==> src/rtl/receive_pixel.sv <==
// UART receiver that turns two-byte frames into 12-bit pixels on a valid/ready output.
// Define RECEIVE_PIXEL_TIMEOUT_EN to drop a stale high byte after TIMEOUT_BITS idle bit periods.
module receive_pixel #(
  parameter int unsigned CLKS_PER_BIT = 434,
  parameter int unsigned PARITY_TYPE  = 0,
  parameter int unsigned TIMEOUT_BITS = 20
) (
  input  logic        clk,
  input  logic        rst,
  input  logic        uart_in,
  input  logic        ready_in,
  output logic [11:0] pixel_out,
  output logic        valid_out,
  output logic        parity_err,
  output logic        frame_err,
  output logic        sync_err,
  output logic        overrun
);

  localparam int unsigned CNT_W = $clog2(CLKS_PER_BIT);
  localparam logic [CNT_W-1:0] BIT_LAST  = CNT_W'(CLKS_PER_BIT - 1);
  localparam logic [CNT_W-1:0] HALF_LAST = CNT_W'(CLKS_PER_BIT / 2 - 1);
  localparam logic PAR_ODD  = (PARITY_TYPE == 1);
  localparam logic PAR_NONE = (PARITY_TYPE == 2);

  typedef enum logic [2:0] {IDLE, START, DATA, PARITY, STOP} bit_state_e;
  typedef enum logic {WAIT_HIGH, WAIT_LOW} pair_state_e;

  logic             sync1_q, sync2_q, prev_q;
  bit_state_e       bst_q;
  pair_state_e      pst_q;
  logic [CNT_W-1:0] cnt_q;
  logic [2:0]       bidx_q;
  logic [7:0]       data_q;
  logic [7:0]       high_q;
  logic             par_bad_q;

  logic fall, tick_half, tick_bit, stop_smp;
  logic byte_ok, frm_bad, par_fail, line_err, low_ok, new_pix, tmo_hit;

  always_comb begin
    fall      = prev_q & ~sync2_q;
    tick_half = (cnt_q == HALF_LAST);
    tick_bit  = (cnt_q == BIT_LAST);
    stop_smp  = (bst_q == STOP) && tick_bit;
    // A bad stop bit masks a parity failure so only one error pulses per byte.
    byte_ok   = stop_smp && sync2_q && !par_bad_q;
    frm_bad   = stop_smp && !sync2_q;
    par_fail  = stop_smp && sync2_q && par_bad_q;
    line_err  = frm_bad || par_fail;
    low_ok    = (data_q[7:4] == 4'h0);
    new_pix   = (pst_q == WAIT_LOW) && byte_ok && low_ok;
  end

  always_ff @(posedge clk) begin
    if (rst) begin
      sync1_q    <= 1'b1;
      sync2_q    <= 1'b1;
      prev_q     <= 1'b1;
      bst_q      <= IDLE;
      cnt_q      <= '0;
      bidx_q     <= '0;
      data_q     <= '0;
      par_bad_q  <= 1'b0;
      frame_err  <= 1'b0;
      parity_err <= 1'b0;
    end else begin
      sync1_q    <= uart_in;
      sync2_q    <= sync1_q;
      prev_q     <= sync2_q;
      frame_err  <= frm_bad;
      parity_err <= par_fail;
      case (bst_q)
        IDLE: begin
          cnt_q <= '0;
          if (fall) begin
            bst_q     <= START;
            par_bad_q <= 1'b0;
          end
        end
        START: begin
          if (tick_half) begin
            cnt_q  <= '0;
            bidx_q <= '0;
            bst_q  <= sync2_q ? IDLE : DATA;
          end else begin
            cnt_q <= cnt_q + 1'b1;
          end
        end
        DATA: begin
          if (tick_bit) begin
            cnt_q  <= '0;
            data_q <= {sync2_q, data_q[7:1]};
            bidx_q <= bidx_q + 1'b1;
            if (bidx_q == 3'd7) bst_q <= PAR_NONE ? STOP : PARITY;
          end else begin
            cnt_q <= cnt_q + 1'b1;
          end
        end
        PARITY: begin
          if (tick_bit) begin
            cnt_q     <= '0;
            par_bad_q <= (^data_q) ^ sync2_q ^ PAR_ODD;
            bst_q     <= STOP;
          end else begin
            cnt_q <= cnt_q + 1'b1;
          end
        end
        STOP: begin
          if (tick_bit) begin
            cnt_q <= '0;
            bst_q <= IDLE;
          end else begin
            cnt_q <= cnt_q + 1'b1;
          end
        end
        default: bst_q <= IDLE;
      endcase
    end
  end

`ifdef RECEIVE_PIXEL_TIMEOUT_EN
  localparam logic [31:0] TMO_LAST = 32'(TIMEOUT_BITS * CLKS_PER_BIT - 1);
  logic [31:0] tmo_q;

  // Leaving WAIT_LOW holds the counter at zero, so every entry starts fresh.
  always_ff @(posedge clk) begin
    if (rst || pst_q != WAIT_LOW || fall) tmo_q <= '0;
    else if (bst_q == IDLE) tmo_q <= tmo_q + 1'b1;
  end

  always_comb tmo_hit = (pst_q == WAIT_LOW) && (bst_q == IDLE) && !fall && (tmo_q == TMO_LAST);
`else
  always_comb tmo_hit = 1'b0;
`endif

  always_ff @(posedge clk) begin
    if (rst) begin
      pst_q     <= WAIT_HIGH;
      high_q    <= '0;
      pixel_out <= '0;
      valid_out <= 1'b0;
      sync_err  <= 1'b0;
      overrun   <= 1'b0;
    end else begin
      sync_err <= (pst_q == WAIT_LOW) && byte_ok && !low_ok;
      overrun  <= new_pix && valid_out && !ready_in;
      if (line_err) begin
        pst_q <= WAIT_HIGH;
      end else if (byte_ok) begin
        if (pst_q == WAIT_HIGH || !low_ok) begin
          high_q <= data_q;
          pst_q  <= WAIT_LOW;
        end else begin
          pst_q <= WAIT_HIGH;
        end
      end else if (tmo_hit) begin
        pst_q <= WAIT_HIGH;
      end
      if (new_pix && (!valid_out || ready_in)) begin
        pixel_out <= {high_q, data_q[3:0]};
        valid_out <= 1'b1;
      end else if (valid_out && ready_in) begin
        valid_out <= 1'b0;
      end
    end
  end

endmodule

==> config.mk <==
export PLATFORM = sky130hd
export DESIGN_NAME = receive_pixel
export DESIGN_NICKNAME = d
export VERILOG_FILES = /design/src/rtl/receive_pixel.sv
export SDC_FILE = /design/constraint.sdc
export NUM_CORES = 1
export LEC_CHECK = 0
export BUFFER_PORTS_ARGS = -buffer_cell sky130_fd_sc_hd__clkbuf_2
export CAP_MARGIN = 20
export CORE_UTILIZATION = 53
export CTS_CLUSTER_SIZE = 20
export DETAILED_ROUTE_END_ITERATION = 10
export PLACE_DENSITY_LB_ADDON = 0.1
export REMOVE_ABC_BUFFERS = 1
export SYNTH_ARGS = -nofsm -noshare
export SYNTH_HDL_FRONTEND = slang
export SYNTH_SLANG_ARGS = --single-unit
==> constraint.sdc <==
create_clock -name clk -period 1.9 [get_ports clk]
set_input_delay 0.095 -clock clk [delete_from_list [all_inputs] [get_ports clk]]
set_output_delay 0.095 -clock clk [all_outputs]
set_load 0.01 [all_outputs]
==> results of run 1 <==
-- state kept, by name (all words and copies together), names as in the netlist --
name	flops
frame_err	1
bst_q	3
sync_err	1
par_bad_q	1
data_q	8
cnt_q	9
bidx_q	3
prev_q	1
parity_err	1
high_q	8
valid_out	1
pixel_out	12
sync1_q	1
pst_q	1
overrun	1
sync2_q	1
-- power breakdown --
part / switching (uW) / total [uW] / internal [uW]
logic: 33.7 / 55.7 / 22.1
clock network: 359 / 755 / 396
registers: 3.96 / 1120 / 1110
-- routing by layer --
metal | part of all wire (%) | routed length (um)
met3 | 3.7 | 165
met4 | 1.3 | 59
met5 | 0 | 0
met1 | 53 | 2330
met2 | 42 | 1880
-- area by class of cell --
cell class / instances / area (um^2) / area share, %
clock inverters: 2 / 38.8 / 1.41
flip-flops and latches: 53 / 1060 / 38.6
repair buffers: 38 / 238 / 8.63
clock buffers: 6 / 72.6 / 2.63
multi-input cells: 177 / 1260 / 45.6
well taps: 50 / 62.6 / 2.27
inverters: 6 / 22.5 / 0.817
-- worst paths after layout --
kind	from	endpoint	slack, ns
worst max register to register	cnt_q[0]$_SDFFE_PP0P_	cnt_q[1]$_SDFFE_PP0P_	0.002
worst min register to register	sync1_q$_SDFF_PP1_	sync2_q$_SDFF_PP1_	0.41
worst max-delay path	cnt_q[0]$_SDFFE_PP0P_	cnt_q[1]$_SDFFE_PP0P_	0.002
worst min-delay path	ready_in	overrun$_SDFF_PP0_	0.11
-- logic make-up (layout without fill, tap and decap cells) --
family,count (synthesis),after routing,share of synthesized area [%]
AND/OR/NAND/NOR,102,103,23.9
flip-flops,53,53,44.6
AO/OA/AOI/OAI,32,32,9.53
multiplexers,27,27,11.4
buffers and inverters,20,52,3.84
XOR/XNOR,8,8,2.95
adder cells (fa/ha/maj),7,7,3.68
-- worst min-delay path: cells and delay by family --
family                 cells  cell delay, ns
AND/OR/NAND/NOR            2            0.21
buffers and inverters      1            0.07
-- layout by cell type, fill, tap and decap left out, types with 3 or more instances in the layout --
cell and count:
nor4b_1 3, a21oi_1 15, nand3_1 5, nor3_1 5, inv_1 4, nand4_1 3, nand2b_1 4, nand2_1 10
buf_4 17, xnor2_1 6, clkbuf_8 5, nor2_1 45, nand4b_1 4, or2_2 3, dfxtp_1 51, clkbuf_2 20
mux2i_1 26, ha_1 6
-- timing repair --
action / CTS / global route
setup endpoints to repair: 0 / 13
hold endpoints to repair: 1 / 0
setup buffers: 0 / 1
hold buffers: 1 / 0
gates resized for setup: 0 / 10
-- stage by stage --
stage,std cells,TNS (ns),area [um^2]
after floorplan,235,-2.05,2310
after global placement,321,0,2590
after detailed placement,321,0,2590
after CTS,330,0,2710
after global routing,332,-0.490,2760
final,332,0,2760
==> impl_results.md, run 1 <==
* Worst Max-Slew Pin Slew at 0.775 ns
* Grt met3 use at 4.44%
* Max Slew Vio Count at 0
* Slowest CP cell: or4b_4
* Slew headroom at 48.3%
* Most common cell in the netlist: dfxtp_1
* Yosys Warn Count at 0
* Setup slack after layout at 0.00177 ns
* Crit share post-route at 99.9%
* Syn avg cell area at approximately 9.5 um^2
* Worst-Skew Late Latency at 0.30 ns
* Critical Path End Type: register
* Vias per Instance at 5.44
* H-tree Lvls at 2
* Total power at 1930 uW
* Clock transition at path regs at approximately 0.09 ns
* WL final at 4.43 mm
* Critical-path cell list: inv_2 > ha_4 > or4b_4 > o31ai_4 > nand2_2 > a22oi_4 > nor2_2
* Hold WS at between 0.1 and 0.15 ns
* Clk sink count at 53
* Ant. Diodes at 0
* Synth top area share at 44.6%
* Die width at 69.0 um
* Seq cells post-synth at 53
* Final setup vio count at 0
* Max incr delay on CP at 0.47 ns
* CP Data Required Time at ~2.1 ns
* Root buffer cell: clkbuf_8
* Dpl hpwl at ~3 mm
* Hold/Removal Path Class: primary input to register
* CTS buffer count at 5
* Setup Skew at 0.00553 ns
* Leak at 0.00118 uW
* Top area cells in the synthesized netlist: dfxtp_1, mux2i_1, nor2_1
* Worst path depth at 7
* # DRC at 0
* Final Core Density at 66.5%
* Reg2reg path depth at 7
* Top Ports at 21
* Initial Utilization at between 50% and 60%
* EDFF count, synth at 0
* GPL Wtd Cong at 0.859
* Pre-antenna DRT Iters at 4
* Unrepaired setup endpoints after global routing: yes
* Status: finished clean
* Most frequent cells after synthesis: dfxtp_1, nor2_1, mux2i_1
* Area leader, netlist: dfxtp_1
* Worst Path Arrival at a little over 2 ns
* Number of global-route vias before repair at 1597
* Post-route ant nets at 0
* Die Height at 69.0 um
* Critical Path Start Type: register
* Crit-path leading delay family: simple AND/OR/NAND/NOR gates
* Vias at 1806
* Num rows at 23
* Layout cells sized above 1 at 24.5%
* Maximum capacitance violations at 0
* GRT Overall Usage at 21.0%
* Async set-reset flop share out of synthesis at 0%
* Met1 Usage GRT at 29.1%
* Synth Flop Type: dfxtp_1
* Total congestion overflow at 0
* Die area at 4760 um^2
* First-pass GRT wire length at 7.38 mm
* Antenna violations before repair at 0
* Final #Nets at 292
* Largest net degree at the start of global routing at 39
* Clk buf depth at 2
* Wirelength per Cell at around 13 um
* Fill cell total of the finished layout at about 340
* CP Class: register to register
* Ratio of total power to cell area at about 700 nW/um^2
* Period minus WS final at 1.90 ns
* Synth Instances at roughly 250
* Grt peak-use layer: met2
* Dpl ws at 0.0438 ns
* Synthesized cell area at 2380 um^2
* Final Hold Fails at 0
* Synth cell types at 50
* CP max FO at 7
* DRT iter0 DRCs at around 150
* GR met2 Demand/Resource at 32.3%
* Worst path bufs/invs at 1
* IO Port Bufs at 20
* Core area at 4140 um^2
* WHS Path Cells at 3
* Part of the Yosys area used for sequential elements at 44.6%
* Area Overhead vs Synth at 15.9%
* CTS tree: yes
* Peak Freq at around 530 MHz
* VDD IR max at 0.413 mV
(Power assumes the default switching activity.)
==> run 2: changes to the inputs <==
--- a/config.mk
+++ b/config.mk
@@ -7,7 +7,9 @@
 export LEC_CHECK = 0
 export BUFFER_PORTS_ARGS = -buffer_cell sky130_fd_sc_hd__clkbuf_2
 export CAP_MARGIN = 20
-export CORE_UTILIZATION = 53
+export CELL_PAD_IN_SITES_DETAIL_PLACEMENT = 0
+export CELL_PAD_IN_SITES_GLOBAL_PLACEMENT = 2
+export CORE_UTILIZATION = 33
 export CTS_CLUSTER_SIZE = 20
 export DETAILED_ROUTE_END_ITERATION = 10
 export PLACE_DENSITY_LB_ADDON = 0.1
==> run 2 against run 1 <==
  * Sequential share of layout area fell by 0.79 points
  * First-iteration DRC count fell by 69%
  * Maximum frequency rose by 4.6%
  * Via count fell by 1.6%
  * Clock skew rose by 0.00088 ns
  * Non-clock buffer count rose by 5
  * Sequential power barely moved
  * Register-to-register slack improved by 0.08 ns
  * Critical path type unchanged
  * Critical endpoint is now cnt_q[6]$_SDFFE_PP0P_
  * Largest cell class unchanged
==> impl_results.md, run 2 (synthesized netlist as in run 1, its figures left out) <==
* Status: finished clean (unchanged)
* CP Data Required Time at 2.08 ns (was 2.07 ns)
* Commonest non-fill, non-tap cells in the layout: dfxtp_1, nor2_1, mux2i_1 (unchanged)
* Worst Max-Slew Pin Slew at 0.641 ns (was 0.775 ns)
* Vias at 1777 (was 1806)
* Combinational share of power at 3.2% (was 2.9%)
* First-pass GRT wire length at 8.54 mm (was 7.38 mm)
* Wirelength per Cell at 13.0 um (was 13.3 um)
* Fill cell total of the finished layout at 716 (was 343)
* CP Class: register to register (unchanged)
* Root buffer cell: clkbuf_8 (unchanged)
* Period minus WS final at 1.82 ns (was 1.90 ns)
* DRT iter0 DRCs at 46 (was 147)
* Most common cell after layout, fill and taps aside: dfxtp_1 (unchanged)
* H-tree Lvls at 2 (unchanged)
* Number of global-route vias before repair at 1791 (was 1597)
* CTS tree: yes (unchanged)
* Die Height at 86.9 um (was 69.0 um)
* Max Slew Vio Count at 0 (unchanged)
* Seq pwr share at 59.5% (was 58.0%)
* Total power at 1880 uW (was 1930 uW)
* CTS buffer count at 5 (unchanged)
* Setup Skew at 0.00641 ns (was 0.00553 ns)
* WL final at 4.98 mm (was 4.43 mm)
* Leak at 0.00120 uW (was 0.00118 uW)
* Clock Power Share at 37.3% (was 39.1%)
* Dpl hpwl at 3.57 mm (was 3.01 mm)
* Area Overhead vs Synth at 18.3% (was 15.9%)
* Total congestion overflow at 0 (unchanged)
* Post-DP Area at 2690 um^2 (was 2590 um^2)
* Top Ports at 21 (unchanged)
* Hold/Removal Path Class: primary input to register (unchanged)
* Cell-internal power at 1440 uW (was 1530 uW)
* Switching pwr at 436 uW (was 397 uW)
* GRT Overall Usage at 14.6% (was 21.0%)
* Final setup vio count at 0 (unchanged)
* Worst-Skew Late Latency at 0.31 ns (was 0.30 ns)
* Clk sink count at 53 (unchanged)
* Unrepaired setup endpoints after global routing: yes (unchanged)
* CP max FO at 3 (was 7)
* Core area at 6870 um^2 (was 4140 um^2)
* Final Hold Fails at 0 (unchanged)
* Final #Nets at 297 (was 292)
* Vias per Instance at 4.64 (was 5.44)
* Layout cells sized above 1 at 24.7% (was 24.5%)
* Worst Path Arrival at 1.99 ns (was 2.07 ns)
* GPL Wtd Cong at 0.731 (was 0.859)
* Initial Utilization at 34.6% (was 57.4%)
* Ratio of total power to cell area at 668 nW/um^2 (was 700 nW/um^2)
* IO Port Bufs at 20 (unchanged)
* R2r setup slk at 0.08 ns (was 0.002 ns)
* Critical Path End Type: register (unchanged)
* Max reg flops at 12 (unchanged)
* Clock transition at path regs at 0.10 ns (was 0.09 ns)
* Post-route cell area at 2810 um^2 (was 2760 um^2)
* Switching part of the total power at 23.2% (was 20.6%)
* Maximum capacitance violations at 0 (unchanged)
* Largest net degree at the start of global routing at 31 (was 39)
* Hold WS at 0.102 ns (was 0.109 ns)
* Post-route ant nets at 0 (unchanged)
* Biggest regs: pixel_out x12, cnt_q x9 (unchanged)
* Crit share post-route at 95.5% (was 99.9%)
* Clk buf depth at 2 (unchanged)
* Dpl ws at 0.0823 ns (was 0.0438 ns)
* Critical Path Start Type: register (unchanged)
* Slew headroom at 57.3% (was 48.3%)
* Peak Freq at 551 MHz (was 527 MHz)
* Ant. Diodes at 0 (unchanged)
* Setup slack after layout at 0.0846 ns (was 0.00177 ns)
* Die width at 86.9 um (was 69.0 um)
* Top reg by flops: pixel_out (unchanged)
* Num rows at 30 (was 23)
* VDD IR max at 0.392 mV (was 0.413 mV)
* # DRC at 0 (unchanged)
* Antenna violations before repair at 0 (unchanged)
* Die area at 7550 um^2 (was 4760 um^2)
* Pre-antenna DRT Iters at 4 (unchanged)
[run 2: routing by layer]
layer | global-route usage [%] | up-vias | share of wire [%]
met5 | 0 | - | 0
met4 | 4.24 | 0 | 1.1
met3 | 2.84 | 4 | 2.5
met2 | 25.6 | 19 | 48
met1 | 18.2 | 817 | 48
li1 | - | 937 | -
[run 2: repair_timing]
action                     4_1_cts  5_1_grt
setup endpoints to repair        0       12
hold buffers                     1        0
buffers inserted                 0        0
hold endpoints to repair         1        0
resized for setup                0        5
[run 2: critical path: stages (launching register included)]
cell and delay (ns):
dfxtp_2 0.35, inv_2 0.04, ha_1 0.12, or4b_4 0.48
o31ai_4 0.27, buf_4 0.18, a21oi_1 0.06, o21ai_1 0.12
a21oi_1 0.07
[run 2: power groups by stage]
stage                     clock (uW)  sequential [uW]  combinational, uW
final                            701             1120               59.9
after global routing             775             1120               67.2
after CTS                        734             1120               60.7
after detailed placement           0             1140               59.0
after global placement             0             1140               59.7
after floorplan                    0             1140               19.9
[run 2: per-stage QoR]
step,std cells,TNS [ns],util [%]
CTS,382,0,40.8
finish,383,0,40.9
detailed placement,373,0,39.2
global placement,373,0,39.2
global route,383,-0.0482,40.9
floorplan,235,-2.05,-
[run 2: worst paths after layout]
check                                           start               endpoint  cells past startpoint
worst max register to register  cnt_q[0]$_SDFFE_PP0P_  cnt_q[6]$_SDFFE_PP0P_                      8
worst min register to register     sync1_q$_SDFF_PP1_     sync2_q$_SDFF_PP1_                      1
worst max-delay path            cnt_q[0]$_SDFFE_PP0P_  cnt_q[6]$_SDFFE_PP0P_                      8
worst min-delay path                         ready_in     overrun$_SDFF_PP0_                      3
[run 2: area by class of cell]
| type | instances | area, um^2 | area share, % |
|---|---|---|---|
| Inverter | 6 | 22.5 | 0.801 |
| Sequential cell | 53 | 1060 | 37.8 |
| Timing Repair Buffer | 43 | 275 | 9.79 |
| Tap cell | 96 | 120 | 4.27 |
| Multi-Input combinational cell | 177 | 1230 | 43.8 |
| Clock inverter | 2 | 17.5 | 0.623 |
| Clock buffer | 6 | 82.6 | 2.94 |
